## config.mk

```make
export PLATFORM = sky130hd
export DESIGN_NAME = nes_poll_controller
export DESIGN_NICKNAME = d
export VERILOG_FILES = /design/src/rtl/nes_pkg.sv /design/src/rtl/nes_tick_timer.sv /design/src/rtl/nes_poll_controller.sv
export SDC_FILE = /design/constraint.sdc
export NUM_CORES = 1
export LEC_CHECK = 0
export BUFFER_PORTS_ARGS = -buffer_cell sky130_fd_sc_hd__buf_2
export CAP_MARGIN = 20
export CORE_ASPECT_RATIO = 0.75
export CORE_MARGIN = 5
export CORE_UTILIZATION = 62
export CTS_BUF_LIST = sky130_fd_sc_hd__clkbuf_4 sky130_fd_sc_hd__clkbuf_8
export DETAILED_ROUTE_END_ITERATION = 8
export PLACE_DENSITY = 0.87
export SLEW_MARGIN = 15
export SYNTH_ARGS = -nofsm -noshare
export SYNTH_HDL_FRONTEND = slang
export SYNTH_SLANG_ARGS = --single-unit
```

## constraint.sdc

```tcl
create_clock -name CLK -period 2.3 [get_ports CLK]
set_input_delay 0.575 -clock CLK [delete_from_list [all_inputs] [get_ports CLK]]
set_output_delay 0.575 -clock CLK [all_outputs]
set_load 0.1 [all_outputs]
```

## src/rtl/nes_pkg.sv

```systemverilog
// Shared types and constants for the NES gamepad poll controller.
package nes_pkg;

    // State encodings kept as plain constants so older code can keep matching on them.
    localparam logic [2:0] ST_IDLE   = 3'd0;
    localparam logic [2:0] ST_LATCH  = 3'd1;
    localparam logic [2:0] ST_WAIT   = 3'd2;
    localparam logic [2:0] ST_CLK_HI = 3'd3;
    localparam logic [2:0] ST_CLK_LO = 3'd4;
    localparam logic [2:0] ST_DONE   = 3'd5;

    typedef enum logic [2:0] {
        IDLE   = ST_IDLE,
        LATCH  = ST_LATCH,
        WAIT   = ST_WAIT,
        CLK_HI = ST_CLK_HI,
        CLK_LO = ST_CLK_LO,
        DONE   = ST_DONE
    } nes_state_t;

    // Bit positions in the published button byte (serial order from the pad).
    localparam logic [2:0] BTN_A      = 3'd0;
    localparam logic [2:0] BTN_B      = 3'd1;
    localparam logic [2:0] BTN_SELECT = 3'd2;
    localparam logic [2:0] BTN_START  = 3'd3;
    localparam logic [2:0] BTN_UP     = 3'd4;
    localparam logic [2:0] BTN_DOWN   = 3'd5;
    localparam logic [2:0] BTN_LEFT   = 3'd6;
    localparam logic [2:0] BTN_RIGHT  = 3'd7;

    localparam logic [4:0] FRAME_TICKS = 5'd17;
    localparam logic [1:0] LATCH_TICKS = 2'd2;

    // The bit index register doubles as the latch tick counter; this is its last value.
    localparam logic [2:0] LATCH_LAST_IDX = 3'(LATCH_TICKS) - 3'd1;

endpackage

```

## src/rtl/nes_tick_timer.sv

```systemverilog
// Modulo-DIV counter with synchronous clear; tick_end flags the last count.
module nes_tick_timer #(
    parameter int DIV = 4
) (
    input  logic clk,
    input  logic rst_n,
    input  logic clear,
    output logic tick_end
);
    localparam int W = (DIV > 1) ? $clog2(DIV) : 1;
    localparam logic [W-1:0] LAST = W'(DIV - 1);

    logic [W-1:0] count_r;

    assign tick_end = (count_r == LAST);

    // Count 0..DIV-1, restarting on clear or after the last count.
    always_ff @(posedge clk or negedge rst_n) begin
        if (!rst_n) begin
            count_r <= '0;
        end else if (clear || tick_end) begin
            count_r <= '0;
        end else begin
            count_r <= count_r + W'(1);
        end
    end

endmodule

```

## src/rtl/nes_poll_controller.sv

```systemverilog
// Sequences one NES pad read (latch pulse + 8 serial bits) and publishes the
// active-high button byte with a one-cycle valid strobe.
module nes_poll_controller
    import nes_pkg::*;
#(
    parameter int TICK_DIV = 300,
    parameter int POLL_DIV = 833_333
) (
    input  logic       CLK,
    input  logic       reset,
    input  logic       en,
    input  logic       start,
    input  logic       D,
    output logic       SRL,
    output logic       SRCLK,
    output logic [7:0] buttons,
    output logic       valid,
    output logic       busy
);
    nes_state_t state_r, next_state_s;
    logic [2:0] bit_idx_r;
    logic [7:0] stage_r;
    logic       d_meta_r, d_sync_r;
    logic       pending_r;
    logic       tick_end_s, poll_wrap_s, tick_clear_s, poll_clear_s, trigger_s;
    logic       srl_r, srclk_r, valid_r, busy_r;
    logic [7:0] buttons_r;

    // The tick timer restarts whenever the FSM changes state; the poll timer is parked while disabled.
    assign tick_clear_s = (next_state_s != state_r);
    assign poll_clear_s = ~en;
    assign trigger_s    = en & (start | poll_wrap_s);

    nes_tick_timer #(.DIV(TICK_DIV)) u_tick_timer (
        .clk      (CLK),
        .rst_n    (reset),
        .clear    (tick_clear_s),
        .tick_end (tick_end_s)
    );

    nes_tick_timer #(.DIV(POLL_DIV)) u_poll_timer (
        .clk      (CLK),
        .rst_n    (reset),
        .clear    (poll_clear_s),
        .tick_end (poll_wrap_s)
    );

    // Two-flop synchronizer for the asynchronous pad data line (idles high = released).
    always_ff @(posedge CLK or negedge reset) begin
        if (!reset) begin
            d_meta_r <= 1'b1;
            d_sync_r <= 1'b1;
        end else begin
            d_meta_r <= D;
            d_sync_r <= d_meta_r;
        end
    end

    // Next-state logic for the frame sequencer.
    always_comb begin
        next_state_s = state_r;
        case (state_r)
            IDLE: begin
                if (en && (trigger_s || pending_r)) next_state_s = LATCH;
                else                                 next_state_s = IDLE;
            end
            LATCH: begin
                if (tick_end_s && (bit_idx_r == LATCH_LAST_IDX)) next_state_s = WAIT;
                else                                             next_state_s = LATCH;
            end
            WAIT: begin
                if (tick_end_s) next_state_s = CLK_HI;
                else            next_state_s = WAIT;
            end
            CLK_HI: begin
                if (tick_end_s) next_state_s = CLK_LO;
                else            next_state_s = CLK_HI;
            end
            CLK_LO: begin
                if (tick_end_s && (bit_idx_r == BTN_RIGHT)) next_state_s = DONE;
                else if (tick_end_s)                        next_state_s = CLK_HI;
                else                                        next_state_s = CLK_LO;
            end
            DONE:    next_state_s = IDLE;
            default: next_state_s = IDLE;
        endcase
    end

    // State register.
    always_ff @(posedge CLK or negedge reset) begin
        if (!reset) state_r <= IDLE;
        else        state_r <= next_state_s;
    end

    // One-deep request memory for triggers that arrive mid-frame; consumed when IDLE starts a frame.
    always_ff @(posedge CLK or negedge reset) begin
        if (!reset)                 pending_r <= 1'b0;
        else if (!en)               pending_r <= 1'b0;
        else if (state_r == IDLE)   pending_r <= 1'b0;
        else if (trigger_s)         pending_r <= 1'b1;
        else                        pending_r <= pending_r;
    end

    // Bit index (also counts latch ticks) and the staging register for sampled bits.
    always_ff @(posedge CLK or negedge reset) begin
        if (!reset) begin
            bit_idx_r <= 3'd0;
            stage_r   <= 8'h00;
        end else begin
            case (state_r)
                IDLE: bit_idx_r <= 3'd0;
                LATCH: begin
                    if (tick_end_s) begin
                        bit_idx_r <= (bit_idx_r == LATCH_LAST_IDX) ? 3'd0 : bit_idx_r + 3'd1;
                    end
                end
                WAIT: begin
                    if (tick_end_s) begin
                        stage_r[BTN_A] <= ~d_sync_r;
                        bit_idx_r      <= 3'd1;
                    end
                end
                CLK_LO: begin
                    if (tick_end_s) begin
                        stage_r[bit_idx_r] <= ~d_sync_r;
                        if (bit_idx_r != BTN_RIGHT) bit_idx_r <= bit_idx_r + 3'd1;
                    end
                end
                default: bit_idx_r <= bit_idx_r;
            endcase
        end
    end

    // Registered pad controls and status; buttons only move when a whole frame is done.
    always_ff @(posedge CLK or negedge reset) begin
        if (!reset) begin
            srl_r     <= 1'b0;
            srclk_r   <= 1'b0;
            valid_r   <= 1'b0;
            busy_r    <= 1'b0;
            buttons_r <= 8'h00;
        end else begin
            srl_r   <= (state_r == LATCH);
            srclk_r <= (state_r == CLK_HI);
            valid_r <= (state_r == DONE);
            busy_r  <= (state_r != IDLE);
            if (state_r == DONE) buttons_r <= stage_r;
        end
    end

    assign SRL     = srl_r;
    assign SRCLK   = srclk_r;
    assign valid   = valid_r;
    assign busy    = busy_r;
    assign buttons = buttons_r;

endmodule

```

==> metrics.txt, run 1 <==
die area around 6000 um^2; Post-Place Worst Slack roughly 0.23 ns; Port Buf Inserts 16; CTS-repair resized insts 0; reg-to-reg startpoint u_tick_timer.count_r[2]; sequential area share after synthesis 51.3%; gr ovfl total 0; CP Capture Type flip-flop; Yosys warnings 0; # clock sinks 58; syn_area_per_cell 10.3 um^2; vias in the first global route between 1.5k and 2k; DR pass1 iterations 4; H-tree Lvls 3; Synth Instances between 200 and 300; f_max ~0.47 GHz; CTS max path bufs 2; # diodes 0; min-delay worst type input pin to asynchronous set/reset pin; total number of vias about 2.1k; hpwl dp 3.73 mm; Max Cap Viol 0; Synth area leader dfrtp_1; Post-synth EDFFs 0; Tot GR Track Use between 20% and 30%; ratio of cells with drive above 1 in the final layout 16.7%; Chip Height a little under 70 um; asr flop ratio synth 100%; Routed Antenna Nets 0; M2 GR Usage between 30% and 40%; crit path kind flip-flop to flip-flop; Residual DRC 0; Clk pin slew, worst setup/hold paths approximately 0.070 ns; Yosys top cell area share between 40% and 50%; Crit Path Max Fanout 6; root buf cell clkbuf_8; Post-CTS Hold Buffers 0; period utilisation layout about 93%; later-pin clock latency in the skew report 0.34 ns; Pleak roughly 1.4 nW; met1 Use GR a little under a third; Final Hold Viols 0; initial antenna violation count 0; Starting Density between 60% and 70%; ranking of synthesized cells by area dfrtp_1, xnor2_1, xor2_1; unrepaired setup endpoints after global routing no; number of cells on the worst reg-to-reg path 4; core area between 4000 and 5000 um^2; peak supply drop 0.478 mV; measured slew at the worst slew-check pin about 0.49 ns; final setup vio count 0; busiest grt layer met2; Final Skew just over 0.009 ns; total CTS buffers 9; Die Width between 80 and 90 um; flip-flop and latch count after synthesis 58; FF-to-FF End bit_idx_r[2]; Iter 0 DRT Violations ~140; min Tclk post-route 2.14 ns; vias per cell 5.90; drt wl/cell around 16 um; CTS tree done; first-pass GRT wire length 9.69 mm; most used flip-flop cell after synthesis dfrtp_1; Max-slew headroom roughly two thirds; Pins Over Slew Limit 0; met3 track demand over resource 7.01%; IO Count 17; CP startpoint kind flip-flop; Row Count 21; crit path DAT between 2 and 2.5 ns; Total Power between 2 and 2.5 mW; commonest cells in the netlist dfrtp_1, nor2_1, nor3_1; syn_nets roughly 290; Post-Syn Area approximately 2800 um^2; worst endpoint required time 2.51 ns; R2R setup slack roughly 0.16 ns; largest net degree at the start of global routing 59; Routed Wire Length 5.69 mm; post-CTS setup buffer count 0; post-synthesis cell type count 48; Setup TNS Final 0 ns; GPL Wtd Cong between 0.8 and 0.9; Nets 306; Area Overhead vs Synth 14.0%; top-count cell post-synth dfrtp_1; power density over the cells 694 nW/um^2; status finished, final reports clean; Setup WS post-layout between 0.15 and 0.2 ns
per-layer routing:
layer / wire [um] / up-vias
met3: 298 / 6
met4: 89 / 0
li1: - / 1017
met1: 2730 / 1019
met5: 0 / -
met2: 2570 / 66
cell type report:
type / instances / area, um^2
well taps: 57 / 71.3
clock buffers: 10 / 138
clock inverters: 6 / 114
inverters: 14 / 52.6
fillers: 307 / 1210
multi-input cells: 193 / 1290
flip-flops and latches: 58 / 1450
repair buffers: 19 / 115
power breakdown:
group          leakage (nW)  switching [mW]  internal, mW
clock                 0.119           0.407         0.750
sequential            0.775         0.00886          1.03
combinational         0.496          0.0336        0.0140
critical path, stage by stage (launching register included):
cell	delay, ns
dfrtp_1	0.43
or4b_1	0.63
nor3_1	0.29
a221o_1	0.29
mux2_2	0.37
cells in the final DEF (no fill, tap or decap), drive strengths merged, types with 8 or more instances in the layout:
cell / instances
clkbuf: 10
nand3: 8
xnor2: 11
o21ai: 14
nand4: 10
nand2: 17
dfrtp: 56
nor2: 24
nor3: 20
inv: 14
buf: 19
xor2: 11
worst max-delay path by stage:
stage	from	to	slack, ns	depth (start not counted)
after global placement	u_tick_timer.count_r[2]	bit_idx_r[1]	0.29	4
after floorplan	u_tick_timer.count_r[2]	bit_idx_r[0]	0.37	4
after global routing	u_tick_timer.count_r[2]	bit_idx_r[2]	0.07	4
after CTS	u_tick_timer.count_r[2]	bit_idx_r[2]	0.17	4
final	u_tick_timer.count_r[2]	bit_idx_r[2]	0.16	4
after detailed placement	u_tick_timer.count_r[2]	bit_idx_r[1]	0.23	4
logic make-up after synthesis:
family,count (synthesis),share of synthesized area [%]
AO/OA/AOI/OAI,33,7.15
multiplexers,11,4.15
flip-flops,58,51.3
adder cells (fa/ha/maj),6,2.65
XOR/XNOR,22,6.80
buffers and inverters,24,3.31
AND/OR/NAND/NOR,121,24.6
sequential cells by signal, indices dropped and copies added, names as in the netlist, 3 cells and up:
register	count
stage_r	8
u_tick_timer.count_r	9
bit_idx_r	3
buttons	8
u_poll_timer.count_r	20
state_r	3
through the flow:
stage | hold slack, ns | util [%] | cell area, um^2 | instances
6_report | 0.236 | 72.8 | 3230 | 357
3_3_place_gp | 0.346 | 67.1 | 2980 | 341
5_1_grt | 0.250 | 72.8 | 3230 | 357
4_1_cts | 0.233 | 72.8 | 3230 | 357
2_1_floorplan | 0.279 | - | 2830 | 275
3_5_place_dp | 0.347 | 67.1 | 2980 | 341
No activity file was read; power rests on OpenSTA's default activity.
==> run 2: changes to the inputs <==
Settings changed: ABC_AREA set to 1, PLACE_DENSITY 0.87 to 0.8.
==> metrics.txt, run 2 <==
status finished, final reports clean; ranking of synthesized cells by area dfrtp_1, nand2_1, nor2_1; Layout Cells excl Fill 430 (+20%); worst endpoint required time 2.53 ns (+0.02 ns); Pins Over Slew Limit 0 (unchanged); XOR/XNOR share of the synthesized area 4.34% (-2.5 points); main combinational cell family by area after synthesis simple AND/OR/NAND/NOR gates; H-tree Lvls 3 (unchanged); Synth area leader dfrtp_1; DR pass1 iterations 5 (+1); Area Overhead vs Synth 16.8%; die area 6020 um^2 (-0.27%); Routed Antenna Nets 0 (unchanged); unrepaired setup endpoints after global routing no; sequential area share after synthesis 51.5% (+0.16 points); Yosys top cell area share 49.6% (+0.15 points); flip-flop and latch count after synthesis 58 (unchanged); CTS tree done; Compound-Gate Fraction of Synth Area 6.11% (-1.0 points); top-count cell post-synth nand2_1; asr flop ratio synth 100% (unchanged); GPL Wtd Cong 0.969 (+20%); final setup vio count 0 (unchanged); Max Cap Viol 0 (unchanged); Critical Path Source u_poll_timer.count_r[0]; Synth Instances 338 (+23%); # clock sinks 58 (unchanged); gr ovfl total 0 (unchanged); crit path DAT 2.03 ns (-0.32 ns); Post-Syn Area 2830 um^2 (-0.31%); Nets 379 (+24%); Iter 0 DRT Violations 209 (+50%); FF-to-FF End u_poll_timer.count_r[16]; mux share of post-synthesis cell area 0.354% (-3.8 points); Final Skew 0.00974 ns (+0.000580 ns); Tot GR Track Use 23.6% (+1.8 points); post-synthesis cell type count 31 (-35%); # diodes 0 (unchanged); Worst Setup EP u_poll_timer.count_r[16]; most frequent cells in the layout nand2_1, dfrtp_1, nor2_1; f_max 0.555 GHz (+19%); CP Capture Type flip-flop; Max-slew headroom 67.8% (+0.52 points); period utilisation layout 78.3% (-15 points); peak supply drop 0.537 mV (+12%); hpwl dp 4.27 mm (+15%); drt wl/cell 14.1 um (-12%); Setup TNS Final 0 ns (unchanged); Post-synth EDFFs 0 (unchanged); placed cell count 414 (+21%); Residual DRC 0 (unchanged); vias per cell 5.44 (-7.9%); commonest cells in the netlist nand2_1, dfrtp_1, nor2_1; max reg flops 20 (unchanged); measured slew at the worst slew-check pin 0.487 ns (-0.00781 ns); ratio of cells with drive above 1 in the final layout 14.5% (-2.2 points); Post-CTS Hold Buffers 0 (unchanged); reg-to-reg startpoint u_poll_timer.count_r[0]; CTS-repair resized insts 0 (unchanged); Final Hold Viols 0 (unchanged); initial antenna violation count 0 (unchanged); Starting Density 63.6% (-0.20 points); Chip Height 68.5 um (-0.13%); total number of vias 2339 (+11%); Biggest register u_poll_timer.count_r; Simple-Gate Fraction of Synth Area 29.1% (+4.4 points); min Tclk post-route 1.80 ns (-0.334 ns); Clk pin slew, worst setup/hold paths 0.07 ns (about the same); Row Count 21 (unchanged); core area 4440 um^2 (unchanged); power density over the cells 730 nW/um^2 (+5.1%); Pleak 1.65 nW (+19%); CP startpoint kind flip-flop; later-pin clock latency in the skew report 0.34 ns (about the same); largest net degree at the start of global routing 59 (unchanged); crit path kind flip-flop to flip-flop; vias in the first global route 2252 (+13%); Routed Wire Length 6.06 mm (+6.5%); commonest non-fill, non-tap cell in the layout nand2_1; CTS max path bufs 2 (unchanged); total CTS buffers 9 (unchanged); WHS 0.229 ns (-0.00744 ns); post-CTS setup buffer count 0 (unchanged); Crit Path Max Fanout 4 (-2); Util after Layout 74.3% (+1.5 points); R2R setup slack 0.50 ns (+0.33 ns); root buf cell clkbuf_8; first-pass GRT wire length 10.5 mm (+8.8%); min-delay worst type input pin to asynchronous set/reset pin; number of cells on the worst reg-to-reg path 8 (+4); Yosys warnings 0 (unchanged); Port Buf Inserts 16 (unchanged); syn_area_per_cell 8.36 um^2 (-19%); most used flip-flop cell after synthesis dfrtp_1; post-synthesis adder-cell area fraction 2.66% (+0.0082 points); number of fill cells in the layout 321 (+4.6%); biggest regs u_poll_timer.count_r (20), u_tick_timer.count_r (9); syn_nets 349 (+22%); IO Count 17 (unchanged); Die Width 87.9 um (-0.14%)
-- run 2: worst min path at each step --
stage	to	slack, ns	depth (start not counted)
3_3_place_gp	d_sync_r	0.35	0
2_1_floorplan	SRCLK	0.28	0
4_1_cts	u_tick_timer.count_r[2]	0.23	2
3_5_place_dp	d_sync_r	0.35	0
5_1_grt	pending_r	0.25	2
6_report	u_tick_timer.count_r[6]	0.23	2
-- run 2: cells by family (layout without fill, tap and decap cells) --
group | count (synthesis) | count (layout)
and+or+nand+nor | 184 | 184
DFF | 58 | 58
buffers and inverters | 45 | 80
AOI/OAI and AO/OA | 30 | 30
xor gates and xnor gates | 14 | 14
adders and majority gates | 6 | 6
muxes | 1 | 1
-- run 2: area by class of cell --
class	instances	area, um^2	area share, %
Clock inverter	4	120	3.64
Sequential cell	58	1450	44.1
Clock buffer	12	165	5.01
Timing Repair Buffer	20	123	3.72
Multi-Input combinational cell	235	1200	36.4
Inverter	44	165	5.01
Tap cell	57	71.3	2.16
-- run 2: routing by layer --
| metal | track usage, % | vias up | part of all wire, % | routed length (um) |
|---|---|---|---|---|
| met5 | 0 | - | 0 | 0 |
| met4 | 11.1 | 0 | 1.6 | 99 |
| met3 | 7.34 | 14 | 7.4 | 447 |
| met2 | 35.4 | 92 | 45 | 2710 |
| met1 | 31.3 | 1091 | 46 | 2800 |
| li1 | - | 1142 | - | - |
-- run 2: power breakdown --
part | leakage [nW] | internal [mW] | switching, mW
logic | 0.736 | 0.0148 | 0.0365
registers | 0.770 | 1.03 | 0.00664
clock network | 0.143 | 0.918 | 0.403
-- run 2: critical path: stages (launching register included) --
cell	delay (ns)
dfrtp_1	0.39
ha_1	0.22
nand2_1	0.10
nor2_2	0.16
nand4_1	0.18
nor2_1	0.22
nand3_1	0.16
nor3_1	0.20
nor3_1	0.07
-- run 2: metrics by stage --
step	instance area, um^2	total power, mW	setup slack [ns]
6_report	3300	2.41	0.499
5_1_grt	3300	2.48	0.276
4_1_cts	3300	2.43	0.528
2_1_floorplan	2830	1.07	0.784
3_3_place_gp	3010	1.10	0.644
3_5_place_dp	3010	1.11	0.544
==> run 3: changes to the inputs <==
Clock period 2.3 ns to 1.8 ns, I/O delays scaled along.
==> metrics.txt, run 3 (synthesized netlist as in run 2, its figures left out) <==
Starting Density 63.6% (unchanged); H-tree Lvls 3 (unchanged); Port Buf Inserts 16 (unchanged); Iter 0 DRT Violations 260 (+24%); CTS tree done; reg-to-reg startpoint u_poll_timer.count_r[0]; drt wl/cell 13.3 um (-5.5%); IO Count 17 (unchanged); FF+latch area 1460 um^2 (about the same); CP startpoint kind flip-flop; die area 6020 um^2 (unchanged); Pint 2.33 mW (+19%); total CTS buffers 9 (unchanged); status finished, final reports clean; Chip Height 68.5 um (unchanged); vias in the first global route 2111 (-6.3%); CTS max path bufs 2 (unchanged); Pleak 1.65 nW (+0.18%); Max-slew headroom 67.4% (-0.31 points); Setup WS post-layout 0.0305 ns (-0.468 ns); power share of the clock group 51.7% (-3.2 points); Pins Over Slew Limit 0 (unchanged); initial antenna violation count 0 (unchanged); worst endpoint required time 2.02 ns (-0.51 ns); # diodes 0 (unchanged); Comb power frac 2.5% (+0.4 points); P_sw 0.564 mW (+27%); crit path DAT 1.99 ns (-0.04 ns); Die Width 87.9 um (unchanged); crit path cell chain ha_4, nand2_1, nor2_4, nand4_1, nor2_2, nand3_2, nor3_2, nor3_1; Crit Path Max Fanout 4 (unchanged); slowest CP cell dfrtp_1; Flop pwr share 45.8% (+2.8 points); hpwl dp 4.04 mm (-5.6%); CP Capture Type flip-flop; Residual DRC 0 (unchanged); Final Skew 0.00912 ns (-0.000622 ns); f_max 0.565 GHz (+1.8%); Routed Wire Length 5.80 mm (-4.2%); Area Overhead vs Synth 18.9%; Nets 385 (+1.6%); Biggest register u_poll_timer.count_r; measured slew at the worst slew-check pin 0.492 ns (+0.00473 ns); total number of vias 2323 (-0.68%); first-pass GRT wire length 9.96 mm (-5.6%); DR pass1 iterations 5 (unchanged); Row Count 21 (unchanged); number of fill cells in the layout 290 (-9.7%); max reg flops 20 (unchanged); area of the multi-input gates 1240 um^2 (+3.5%); largest net degree at the start of global routing 47 (-20%); ratio of cells with drive above 1 in the final layout 18.5% (+4.0 points); Final Hold Viols 0 (unchanged); vias per cell 5.33 (-2.1%); # clock sinks 58 (unchanged); most frequent cells in the layout nand2_1, dfrtp_1, nor2_1; Routed Antenna Nets 0 (unchanged); peak supply drop 0.918 mV (+71%); Layout Cells excl Fill 436 (+1.4%); Sw Share 19.5% (+0.99 points); later-pin clock latency in the skew report 0.34 ns (about the same); crit-path max cell delay 0.43 ns (+0.04 ns); biggest regs u_poll_timer.count_r (20), u_tick_timer.count_r (9); GPL Wtd Cong 0.897 (-7.4%); Critical Path Source u_poll_timer.count_r[0]; power density over the cells 861 nW/um^2 (+18%); commonest non-fill, non-tap cell in the layout nand2_1; gr ovfl total 0 (unchanged); min-delay worst type input pin to asynchronous set/reset pin; root buf cell clkbuf_8; Tot GR Track Use 22.2% (-1.3 points); period utilisation layout 98.3% (+20 points); Post-Place Worst Slack 0.0300 ns (-0.514 ns); min Tclk post-route 1.77 ns (-0.0318 ns); core area 4440 um^2 (unchanged); final setup vio count 0 (unchanged); crit path kind flip-flop to flip-flop; Clk pin slew, worst setup/hold paths 0.07 ns (about the same); Max Cap Viol 0 (unchanged); placed cell count 417 (+0.72%)
run 3: worst paths after layout:
check                                      endpoint  slack, ns  cells after the start
max                        u_poll_timer.count_r[16]       0.03                      8
min                         u_poll_timer.count_r[6]      0.002                      1
max reg2reg                u_poll_timer.count_r[16]       0.03                      8
min reg2reg                                d_sync_r       0.36                      0
max in group asynchronous                  d_sync_r       1.22                      2
min in group CLK                           d_meta_r       0.20                      1
run 3: routing by layer:
layer  up-vias  track usage [%]  wire [um]  share of wire [%]
li1       1154                -          -                  -
met1      1080             31.4       2770                 48
met2        81             32.1       2550                 44
met3         8             8.30        414                7.1
met4         0             6.32         63                1.1
met5         -                0          0                  0
run 3: power groups by stage:
stage	clock [mW]	sequential [mW]	combinational (mW)
finish	1.50	1.33	0.0712
global route	1.59	1.33	0.0827
CTS	1.52	1.32	0.0695
detailed placement	0	1.35	0.0689
global placement	0	1.35	0.0675
floorplan	0	1.34	0.0238
run 3: repair_timing:
item	in CTS	in global routing
resized for setup	0	14
hold buffers	0	0
setup endpoints to repair	0	14
buffers inserted	0	3
run 3: per-stage QoR:
stage	hold WS [ns]	power [mW]	TNS, ns	utilization [%]	cell area, um^2
after floorplan	0.154	1.37	0	-	2830
after global placement	0.346	1.41	0	68.4	3040
after detailed placement	0.349	1.42	0	68.4	3040
after CTS	0.00461	2.91	0	74.0	3290
after global routing	0.0107	3.00	-0.0749	75.6	3360
final	0.00179	2.89	0	75.6	3360
run 3: cell type report:
type | instances | area share, %
Multi-Input combinational cell | 235 | 37.0
Clock inverter | 5 | 2.98
Inverter | 44 | 5.03
Tap cell | 57 | 2.12
Timing Repair Buffer | 26 | 4.99
Sequential cell | 58 | 43.3
Clock buffer | 11 | 4.51
run 3: critical path, delay by kind of cell, from the launching register on:
kind	cells	cell delay, ns
simple gates	7	1.05
fa+ha+maj	1	0.17
flops	1	0.43
